--- config.mk ---
export PLATFORM = sky130hd
export DESIGN_NAME = operand_arbiter
export DESIGN_NICKNAME = d
export VERILOG_FILES = /design/src/rtl/operand_arbiter_pkg.sv /design/src/rtl/operand_arbiter_rr_pick4.sv /design/src/rtl/operand_arbiter.sv
export SDC_FILE = /design/constraint.sdc
export NUM_CORES = 1
export LEC_CHECK = 0
export CAP_MARGIN = 10
export CORE_UTILIZATION = 46
export DETAILED_ROUTE_END_ITERATION = 12
export PLACE_DENSITY = 0.73
export SKIP_LAST_GASP = 1
export SYNTH_ARGS = -nofsm -noshare
export SYNTH_HDL_FRONTEND = slang
export SYNTH_SLANG_ARGS = --single-unit
--- constraint.sdc ---
create_clock -name clk -period 2.65 [get_ports clk]
set_input_delay 0.3975 -clock clk [delete_from_list [all_inputs] [get_ports clk]]
set_output_delay 0.3975 -clock clk [all_outputs]
set_load 0.01 [all_outputs]
--- src/rtl/operand_arbiter_pkg.sv ---
// Shared definitions for the operand-path arbiters: state encoding, requester
// count, select width and the index-to-one-hot helper.
package operand_arbiter_pkg;

    localparam int NUM_REQ = 4;
    localparam int SEL_W   = 2;

    localparam logic [SEL_W-1:0] SEL_ONE = 2'd1;

    typedef enum logic {
        IDLE = 1'b0,
        BUSY = 1'b1
    } arb_state_e;

    function automatic logic [NUM_REQ-1:0] idx_to_onehot(input logic [SEL_W-1:0] idx);
        logic [NUM_REQ-1:0] oh;
        oh      = {NUM_REQ{1'b0}};
        oh[idx] = 1'b1;
        return oh;
    endfunction

endpackage

--- src/rtl/operand_arbiter_rr_pick4.sv ---
// Combinational round-robin picker: first set request at ptr, ptr+1, ptr+2,
// ptr+3 (mod 4). Holds no state.
module rr_pick4
    import operand_arbiter_pkg::*;
(
    input  logic [NUM_REQ-1:0] req,
    input  logic [SEL_W-1:0]   ptr,
    output logic               found,
    output logic [SEL_W-1:0]   idx
);

    logic [2*NUM_REQ-1:0] dbl_s;
    logic [NUM_REQ-1:0]   rot_s;
    logic [SEL_W-1:0]     off_s;

    // Rotate so bit 0 of rot_s is the requester currently holding priority.
    assign dbl_s = {req, req};
    assign rot_s = dbl_s[{1'b0, ptr} +: NUM_REQ];

    // Fixed-priority search over the rotated request vector.
    always_comb begin
        off_s = 2'd0;
        found = 1'b0;
        casez (rot_s)
            4'b???1: begin off_s = 2'd0; found = 1'b1; end
            4'b??10: begin off_s = 2'd1; found = 1'b1; end
            4'b?100: begin off_s = 2'd2; found = 1'b1; end
            4'b1000: begin off_s = 2'd3; found = 1'b1; end
            default: begin off_s = 2'd0; found = 1'b0; end
        endcase
    end

    assign idx = ptr + off_s;

endmodule

--- src/rtl/operand_arbiter.sv ---
// Round-robin owner arbiter for the shared 4:1 operand path. Holds the grant
// until done or a forced timeout release, then re-arbitrates on the same edge.
module operand_arbiter
    import operand_arbiter_pkg::*;
#(
    parameter int TIMEOUT = 16
)
(
    input  logic               clk,
    input  logic               reset,
    input  logic [NUM_REQ-1:0] req,
    input  logic               done,
    output logic [NUM_REQ-1:0] grant,
    output logic [SEL_W-1:0]   select,
    output logic               busy,
    output logic               timeout
);

    localparam int CNT_W = $clog2(TIMEOUT);
    localparam logic [CNT_W-1:0] CNT_LAST = CNT_W'(TIMEOUT - 1);
    localparam logic [CNT_W-1:0] CNT_ONE  = CNT_W'(1);
    localparam logic [CNT_W-1:0] CNT_ZERO = CNT_W'(0);

    arb_state_e         state_r, state_nxt_s;
    logic [SEL_W-1:0]   ptr_r, ptr_nxt_s;
    logic [CNT_W-1:0]   cnt_r, cnt_nxt_s;
    logic [NUM_REQ-1:0] grant_r, grant_nxt_s;
    logic [SEL_W-1:0]   select_r, select_nxt_s;
    logic               busy_r;
    logic               timeout_r, timeout_nxt_s;

    logic               release_s;
    logic [SEL_W-1:0]   arb_ptr_s;
    logic               pick_found_s;
    logic [SEL_W-1:0]   pick_idx_s;

    // On a release edge the pointer already moves past the owner for this pick.
    assign release_s = (state_r == BUSY) && (done || (cnt_r == CNT_LAST));
    assign arb_ptr_s = release_s ? (select_r + SEL_ONE) : ptr_r;

    rr_pick4 u_pick (
        .req   (req),
        .ptr   (arb_ptr_s),
        .found (pick_found_s),
        .idx   (pick_idx_s)
    );

    // Next-state, grant, pointer and timeout-counter logic.
    always_comb begin
        state_nxt_s   = state_r;
        ptr_nxt_s     = ptr_r;
        cnt_nxt_s     = cnt_r;
        grant_nxt_s   = grant_r;
        select_nxt_s  = select_r;
        timeout_nxt_s = 1'b0;
        case (state_r)
            IDLE: begin
                if (pick_found_s) begin
                    state_nxt_s  = BUSY;
                    grant_nxt_s  = idx_to_onehot(pick_idx_s);
                    select_nxt_s = pick_idx_s;
                    cnt_nxt_s    = CNT_ZERO;
                end else begin
                    state_nxt_s = IDLE;
                    grant_nxt_s = {NUM_REQ{1'b0}};
                end
            end
            BUSY: begin
                if (release_s) begin
                    ptr_nxt_s     = arb_ptr_s;
                    // done wins over a coinciding counter expiry
                    timeout_nxt_s = ~done;
                    cnt_nxt_s     = CNT_ZERO;
                    if (pick_found_s) begin
                        state_nxt_s  = BUSY;
                        grant_nxt_s  = idx_to_onehot(pick_idx_s);
                        select_nxt_s = pick_idx_s;
                    end else begin
                        state_nxt_s = IDLE;
                        grant_nxt_s = {NUM_REQ{1'b0}};
                    end
                end else begin
                    cnt_nxt_s = cnt_r + CNT_ONE;
                end
            end
            default: begin
                state_nxt_s = IDLE;
                grant_nxt_s = {NUM_REQ{1'b0}};
                cnt_nxt_s   = CNT_ZERO;
            end
        endcase
    end

    // State and output registers with synchronous reset.
    always_ff @(posedge clk) begin
        if (reset) begin
            state_r   <= IDLE;
            ptr_r     <= {SEL_W{1'b0}};
            cnt_r     <= CNT_ZERO;
            grant_r   <= {NUM_REQ{1'b0}};
            select_r  <= {SEL_W{1'b0}};
            busy_r    <= 1'b0;
            timeout_r <= 1'b0;
        end else begin
            state_r   <= state_nxt_s;
            ptr_r     <= ptr_nxt_s;
            cnt_r     <= cnt_nxt_s;
            grant_r   <= grant_nxt_s;
            select_r  <= select_nxt_s;
            busy_r    <= |grant_nxt_s;
            timeout_r <= timeout_nxt_s;
        end
    end

    assign grant   = grant_r;
    assign select  = select_r;
    assign busy    = busy_r;
    assign timeout = timeout_r;

endmodule

==> Word-level counts from Yosys, hierarchy flattened <==
Cells that the tools add are included.
{ "totals": {"inputBits": 7, "output_inout_bits": 8, "regBits": 15, "wordCells": 46} }
{ "op_classes": {"bitwise": 3, "n_eq_ne": 6, "n_addsub": 3, "n_reduce_logical": 7, "n_shift": 1, "mux": 17, "n_lt_le_gt_ge": 2} }
{ "ops": {"columns": ["op", "n"], "rows": [
  ["4-bit 2-to-1 mux", 4],
  ["4-bit case mux with 2 select lines", 2],
  ["4-bit == test, second input constant", 2],
  ["4-bit OR reduction", 2],
  ["8-bit by 3-bit variable part select with 4-bit output", 1],
  ["2-bit 2-to-1 mux", 3],
  ["2-bit case mux with 3 select lines", 1],
  ["4-bit by 1-bit adder with 4-bit output, second input constant", 1],
  ["1-bit 2-to-1 mux", 4],
  ["2-bit case mux with 2 select lines", 1],
  ["3-bit == test, second input constant", 1],
  ["2-bit by 3-bit less-than comparator with 1-bit output, second input constant", 1],
  ["1-bit NOT", 3],
  ["3-bit OR reduction", 1],
  ["2-bit by 1-bit adder with 2-bit output, second input constant", 1],
  ["2-bit adder", 1],
  ["1-bit demux with 2-bit select", 1],
  ["2-bit == test, second input constant", 1],
  ["2-bit by 1-bit >= comparator with 1-bit output, second input constant", 1],
  ["1-bit logical AND", 2],
  ["2-bit by 1-bit != test with 1-bit output, second input constant", 1],
  ["2-bit != test, second input constant", 1],
  ["1-bit case mux with 2 select lines", 1],
  ["2-bit AND reduction", 1],
  ["1-bit logical OR", 1]
]} }

==> Depth between registers and ports, before layout <==
Gate-level depths: netlist of run 1.
{ "logic_depth": {"depth_word": 16, "ltp_mapped": 11, "depth_no_buf": 11} }

==> Hierarchy <==
A second synthesis of run 1 with hierarchy kept.
{ "hier_totals": {"cells_unflattened": 105, "hier_area_um2": 893.4} }
{ "modules_own_cells": {"columns": ["module", "cells_each", "area_per_inst_um2", "seq_area_each_um2", "n_inst"], "rows": [
  ["operand_arbiter", 78, 698.2, 300.3, 1],
  ["rr_pick4", 27, 195.2, 0.0, 1]
]} }

==> Worst setup path after synthesis of run 1 <==
Ideal clock, no wire load.
{ "synth_timing": {"path_type": "register to register", "start": "register cnt_r[0]", "end": "register select_r[1] (netlist: select[1])", "arrival_time_ns": 2.447, "synth_period_minus_slack_ns": 2.567, "path_slack_ns": 0.083, "t_required_ns": 2.530, "setup_ns": 0.120, "path_stages_with_launch": 12, "path_buffers": 0, "path_cell_list": "dfxtp_1 -> ha_1 -> nand4_2 -> a21oi_1 -> a21oi_1 -> o21ai_0 -> a21oi_1 -> o31a_1 -> ha_1 -> xnor2_1 -> a21oi_1 -> o31a_1"} }
{ "synth_via": {"elab_chain_cells": 11, "word_cells_on_any_way": 16, "cone_classes": "add/sub (1); eq/ne (5); shift (1); mux (6); reduce/logical (3)"} }
{ "synth_rtl": {"columns": ["item", "line_no", "source"], "rows": [
  ["start, declared", "operand_arbiter.sv:26", "logic [CNT_W-1:0] cnt_r, cnt_nxt_s;"],
  ["start signal, assigned", "operand_arbiter.sv:107", "cnt_r <= cnt_nxt_s;"],
  ["4-bit == test *", "operand_arbiter.sv:38", "assign release_s = (state_r == BUSY) && (done || (cnt_r == CNT_LAST));"],
  ["1-bit logical OR *", "operand_arbiter.sv:38", null],
  ["1-bit logical AND *", "operand_arbiter.sv:38", null],
  ["2-bit 2-to-1 mux", "operand_arbiter.sv:39", "assign arb_ptr_s = release_s ? (select_r + SEL_ONE) : ptr_r;"],
  ["8-bit by 3-bit variable part select with 4-bit output", "operand_arbiter_rr_pick4.sv:18", "assign rot_s = dbl_s[{1'b0, ptr} +: NUM_REQ];"],
  ["4-bit == test, or another cell as far along", "operand_arbiter_rr_pick4.sv:24", "casez (rot_s)"],
  ["2-bit case mux with 3 select lines / 4-bit OR reduction (equally long branches)", null, null],
  ["2-bit adder / 1-bit 2-to-1 mux (equally long branches)", "operand_arbiter_rr_pick4.sv:33, operand_arbiter_rr_pick4.sv:24", null],
  ["2-bit 2-to-1 mux", "operand_arbiter.sv:58, operand_arbiter.sv:74", null],
  ["2-bit 2-to-1 mux", "operand_arbiter.sv:69", "if (release_s) begin"],
  ["2-bit case mux with 2 select lines", "operand_arbiter.sv:56", "case (state_r)"],
  ["end signal, assigned", "operand_arbiter.sv:101", "select_r <= {SEL_W{1'b0}};"],
  ["end signal, assigned", "operand_arbiter.sv:109", "select_r <= select_nxt_s;"],
  ["end, declared", "operand_arbiter.sv:28", "logic [SEL_W-1:0] select_r, select_nxt_s;"]
]} }
Every way passes the cells marked *; elsewhere a longest branch is shown, timed or not. The select of a mux whose other input is x is not followed.
A chain may end at the register's enable or synchronous reset.

==> Final worst setup path of run 1 <==
{ "layout_timing": {"start": "register cnt_r[1]", "end": "register select_r[1] (netlist: select[1])"} }
Same word-level chain as after synthesis.

==> results.yml, run 1 <==
placement:
  portBuffers: 14
  gp_congestion: 0.827
  dp_hpwl_um: 1620
critical_path:
  max_stage_delay_ps: 370
  path_cells: "ha_2 > nand4_2 > a21oi_2 > buf_4 > a21o_2 > a21oi_1 > o221ai_1 > o31a_1 > ha_2 > xnor2_2 > a21oi_1 > o31a_1"
  crit_path_max_fanout: 4
  end_kind: "register"
  crit_type: "reg -> reg"
  crit_start: "cnt_r[1]$_SDFFE_PP0P_"
  regToRegEndpoint: "select[1]$_SDFFE_PP0P_"
  cp-endpoint: "select[1]$_SDFFE_PP0P_"
  ff2ff_path_depth: 12
  ff2ff_setup_slack_ps: 140
  reg2reg_from: "cnt_r[1]$_SDFFE_PP0P_"
  required_ps: 2840
  slowest_stage: "dfxtp_1"
  cp-start-kind: "register"
  cp_data_arrival_time_ps: 2700
floorplan:
  die_width_um: 46.6
  die_y_um: 46.6
  io_pins: 15
  start_util_pct: 50.7
  dieArea_um2: 2170
  core_um2: 1800
  rows: 15
clocking:
  clock_latency_ps: 290
  clock_sinks: 15
  cts.path.max_buffers: 2
  root_buffer: "clkbuf_4"
  post_cts_buffers: 0
  numCtsBuffers: 3
  cts_tree: "done"
  path_clk_slew_ps: 90
  htreeDepth: 1
pwr:
  p_leak_nw: 0.468
  ir_worst_vdd_mv: 0.327
  powerDensity_nw_per_um2: 505
  power_mw: 0.617
final_layout:
  fin_util_pct: 67.8
  nets: 148
  area_growth_pct: 33.8
  antenna_cells: 0
  drive_gt1_share_pct: 24.6
  final_common_cell: "nor2_1"
  final_cell_mix: "nor2_1 (15), nand2_1 (14), dfxtp_1 (14), clkdlybuf4s50_1 (14), buf_4 (12)"
route:
  drt_wl_total_um: 2180
  dr_total_vias: 934
  vias_per_cell: 5.73
  firstDrtPassIters: 4
  ant_nets: 0
  wire_per_inst_um: 13.4
  drtIter0Drc: 13
  post-route-drc-count: 0
global_routing:
  grtUsageTotal_pct: 23.1
  antenna_found_initial: 0
  grt_remaining_overflow: 0
  grt_first_pass_wirelength_um: 3510
  grt_max_degree: 13
  grt_pass1_vias: 849
sta:
  finalClockSkew_ps: 3.62
  min_period_ps: 2510
  slew_headroom_pct: 67.9
  fin_crit_sh_pct: 94.9
  slew_violations: 0
  fmax_mhz: 398
  setup_viol: 0
  worstMarginPinSlew_ps: 479
  finalHoldViolCount: 0
synthesis:
  synthDistinctLibCells: 41
  avgSynthCellArea_um2: 8.30
  yosys_warnings: 0
  syn-cell-area_um2: 913
  synth-main-ff-cell: "dfxtp_1"
  yosysTopAreaCellShare_pct: 32.9
  ys_top_cells_by_area: "dfxtp_1 (33%), a21oi_1 (6.6%), nor2_1 (6.2%)"
  yosys.area.top_type: "dfxtp_1"
  synth_edf_count: 0
  synth-seq-area-share_pct: 32.9
  async_flop_share_pct: 0
  syn_nets: 119
  syn_inst: 110
  yosys_register_bits: 15
worst_hold_path:
  hold_class: "reg -> reg"
status:
  status: "finished clean"
flow_run:
  max_cap_violations: 0
==> worst max-delay path, delay by kind of cell (launching register included) <==
family,cells,cell delay (ps)
AOI/OAI and AO/OA,7,1150
adders and majority gates,2,450
DFF,1,370
and+or+nand+nor,1,160
buffers and inverters,1,140
xor gates and xnor gates,1,140
==> how the worst min path moves through the flow <==
stage | from | end | slack [ps] | depth (start not counted)
after global placement | grant[2]$_SDFF_PP0_ | grant[2]$_SDFF_PP0_ | 480 | 2
after floorplan | done | timeout$_SDFF_PP0_ | 470 | 1
after CTS | grant[2]$_SDFF_PP0_ | grant[2]$_SDFF_PP0_ | 500 | 2
after global routing | grant[1]$_SDFF_PP0_ | grant[1]$_SDFF_PP0_ | 520 | 2
after detailed placement | grant[2]$_SDFF_PP0_ | grant[2]$_SDFF_PP0_ | 470 | 2
final | grant[2]$_SDFF_PP0_ | grant[2]$_SDFF_PP0_ | 490 | 2
==> routing by layer <==
metal | global-route usage (%) | part of all wire (%) | vias to the layer above
li1 | - | - | 466
met1 | 30.1 | 46 | 441
met2 | 36.9 | 49 | 22
met3 | 4.71 | 3.6 | 5
met4 | 8.82 | 1.6 | 0
met5 | 0 | 0 | -
==> state kept, by name, indices dropped and copies added, names as in the netlist <==
signal and cells:
busy 1, timeout 1, state_r 1, ptr_r 2, select 2, grant 4, cnt_r 4
==> synthesized netlist by cell type (all sizes together) (2+ instances only) <==
cell type  instances
dfxtp             15
nor2              15
nand2             14
a21oi             13
nor3               5
o31ai              4
inv                3
xnor2              3
a211oi             2
a21o               2
a31o               2
a32oi              2
ha                 2
nand2b             2
nor4               2
o21ai              2
o31a               2
==> power breakdown <==
group	internal [mW]	switching [mW]	leakage [nW]	total [mW]
Clock	0.0587	0.0761	0.0150	0.135
Sequential	0.246	0.0212	0.123	0.267
Combinational	0.114	0.102	0.329	0.215
==> through the flow <==
stage                     setup TNS [ps]  cells  setup slack (ps)  hold slack [ps]  area, um^2
after global routing               -2.73    163             -2.73              521        1220
after detailed placement            -273    159             -88.8              472        1170
after floorplan                        0    110              83.1              474         913
after CTS                              0    163              79.8              496        1190
final                                  0    163               135              493        1220
after global placement             -23.7    159             -19.4              477        1170
==> cells by family (layout without fill, tap and decap cells) <==
kind of cell,Yosys count,in the layout,synth area share (%)
AOI/OAI and AO/OA,36,36,31.6
xor gates and xnor gates,3,3,2.88
and+or+nand+nor,47,47,25.3
DFF,15,15,32.9
muxes,2,2,2.33
adders and majority gates,2,2,2.74
buffers and inverters,5,33,2.19
==> repair_timing <==
item,in CTS,in global routing
gates resized for setup,0,8
endpoints found under the hold margin,0,0
hold buffers,0,0
setup endpoints to repair,0,5
==> final cells by class <==
type                       instances  area (um^2)
inverter                           3         11.3
sequential                        15          302
fill                             145          579
multi-input combinational         90          622
clock buffer                       4         26.3
timing repair buffer              26          230
tap                               25         31.3
No activity file was read; power rests on OpenSTA's default activity.
==> run 2: changes to the inputs <==
MAX_ROUTING_LAYER = met4   (was default)
SLEW_MARGIN = 10   (was default)
==> results.yml, run 2 (same netlist as run 1, synthesis figures left out) <==
global_routing:
  grt_max_degree: 13
  grt_remaining_overflow: 0
  grt_first_pass_wirelength_um: 3510
  grt_pass1_vias: 852
  antenna_found_initial: 0
  grtUsageTotal_pct: 23.5
sta:
  setup_viol: 0
  min_period_ps: 2510
  finalClockSkew_ps: 1.89
  fin_crit_sh_pct: 94.7
  finalHoldViolCount: 0
  slew_headroom_pct: 67.5
  setup_tns_ps: 0
  fmax_mhz: 399
  worstMarginPinSlew_ps: 485
  slew_violations: 0
floorplan:
  io_pins: 15
  dieArea_um2: 2170
  rows: 15
  core_um2: 1800
  die_width_um: 46.6
  die_y_um: 46.6
  start_util_pct: 50.7
route:
  drt_wl_total_um: 2170
  ant_nets: 0
  firstDrtPassIters: 4
  vias_per_cell: 5.77
  wire_per_inst_um: 13.3
  drtIter0Drc: 18
  post-route-drc-count: 0
  dr_total_vias: 940
final_layout:
  final_common_cell: "nor2_1"
  fillers: 145
  final_cell_mix: "nor2_1 (15), nand2_1 (14), dfxtp_1 (14), clkdlybuf4s50_1 (14), buf_4 (12)"
  post_layout_nonfiller_instances: 163
  area_growth_pct: 33.8
  drive_gt1_share_pct: 24.6
  nets: 148
  antenna_cells: 0
placement:
  gp_congestion: 0.839
  dp_cells: 159
  dp_hpwl_um: 1620
  portBuffers: 14
worst_hold_path:
  holdCritStartpoint: "grant[2]$_SDFF_PP0_"
  whs_path_depth: 2
  hold_class: "reg -> reg"
  hold_end: "grant[2]$_SDFF_PP0_"
clocking:
  clock_latency_ps: 290
  numCtsBuffers: 3
  htreeDepth: 1
  root_buffer: "clkbuf_4"
  clock_sinks: 15
  cts.path.max_buffers: 2
  post_cts_buffers: 0
  path_clk_slew_ps: 90
  cts_tree: "done"
status:
  status: "finished clean"
critical_path:
  reg2reg_from: "cnt_r[1]$_SDFFE_PP0P_"
  critPathBufInv: 1
  ff2ff_path_depth: 12
  crit_type: "reg -> reg"
  path_depth: 12
  required_ps: 2830
  slowest_stage: "dfxtp_1"
  end_kind: "register"
  cp-start-kind: "register"
  ff2ff_setup_slack_ps: 140
  crit_path_max_fanout: 4
  regToRegEndpoint: "select[1]$_SDFFE_PP0P_"
  path_cells: "ha_2 > nand4_2 > a21oi_2 > buf_4 > a21o_2 > a21oi_1 > o221ai_1 > o31a_1 > ha_2 > xnor2_2 > a21oi_1 > o31a_1"
  max_stage_delay_ps: 370
  critPathTopFamily: "compound AO/OA/AOI/OAI gates"
  cp_data_arrival_time_ps: 2690
pwr:
  ir_worst_vdd_mv: 0.327
  p_leak_nw: 0.468
  powerDensity_nw_per_um2: 503
flow_run:
  max_cap_violations: 0
## run 2: cell counts in the layout (fill, tap and decap cells not counted)
No cell type changed its count.
## run 2: cell type report
| class | count | area, um^2 | share of cell area [%] |
|---|---|---|---|
| Multi-Input combinational cell | 90 | 622 | 50.9 |
| Sequential cell | 15 | 302 | 24.7 |
| Clock buffer | 4 | 26.3 | 2.15 |
| Inverter | 3 | 11.3 | 0.921 |
| Timing Repair Buffer | 26 | 230 | 18.8 |
| Tap cell | 25 | 31.3 | 2.56 |
## run 2: worst max path at each step
stage | to | startpoint | slack (ps)
after floorplan | select[1]$_SDFFE_PP0P_ | cnt_r[0]$_SDFFE_PP0P_ | 80
after global routing | select[1]$_SDFFE_PP0P_ | cnt_r[1]$_SDFFE_PP0P_ | -3
after global placement | select[1]$_SDFFE_PP0P_ | done | -20
after detailed placement | select[1]$_SDFFE_PP0P_ | done | -90
after CTS | select[1]$_SDFFE_PP0P_ | cnt_r[0]$_SDFFE_PP0P_ | 80
final | select[1]$_SDFFE_PP0P_ | cnt_r[1]$_SDFFE_PP0P_ | 140
## run 2: metrics by stage
step	total power [mW]	setup WS [ps]	hold slack [ps]	utilization (%)	area [um^2]
6_report	0.615	141	493	67.8	1220
5_1_grt	0.646	-2.71	521	67.8	1220
3_5_place_dp	0.470	-88.8	472	64.7	1170
3_3_place_gp	0.468	-19.4	477	64.7	1170
2_1_floorplan	0.385	83.1	474	-	913
4_1_cts	0.602	79.8	496	66.2	1190
## run 2: timing repair
item / in CTS / in global routing
gates resized for setup: 0 / 8
endpoints found under the setup margin: 0 / 5
hold buffers: 0 / 0
## run 2: worst register-to-register path: stages, from the launching register on
cell and delay (ps):
dfxtp_1 370, ha_2 220, nand4_2 160, a21oi_2 200, buf_4 140, a21o_2 110, a21oi_1 70, o221ai_1 200
o31a_1 180, ha_2 230, xnor2_2 140, a21oi_1 90, o31a_1 290
## run 2: power by group
part | total [mW] | switching [mW] | internal, mW
clock network | 0.133 | 0.0743 | 0.0586
logic | 0.215 | 0.101 | 0.114
registers | 0.267 | 0.0209 | 0.246
total | 0.615 | 0.196 | 0.418
## run 2: layer usage
layer | track usage (%) | part of all wire, % | vias up
met3 | 3.53 | 4.3 | 5
met4 | 8.82 | 1.7 | 0
met2 | 36.9 | 48 | 26
li1 | - | - | 465
met5 | - | 0 | -
met1 | 30.1 | 46 | 444
==> run 3: changes to the inputs <==
SKIP_CTS_REPAIR_TIMING = 1   (was default)
==> results of run 3 <==
The final DEF is identical to that of run 2; final timing and power are the same.
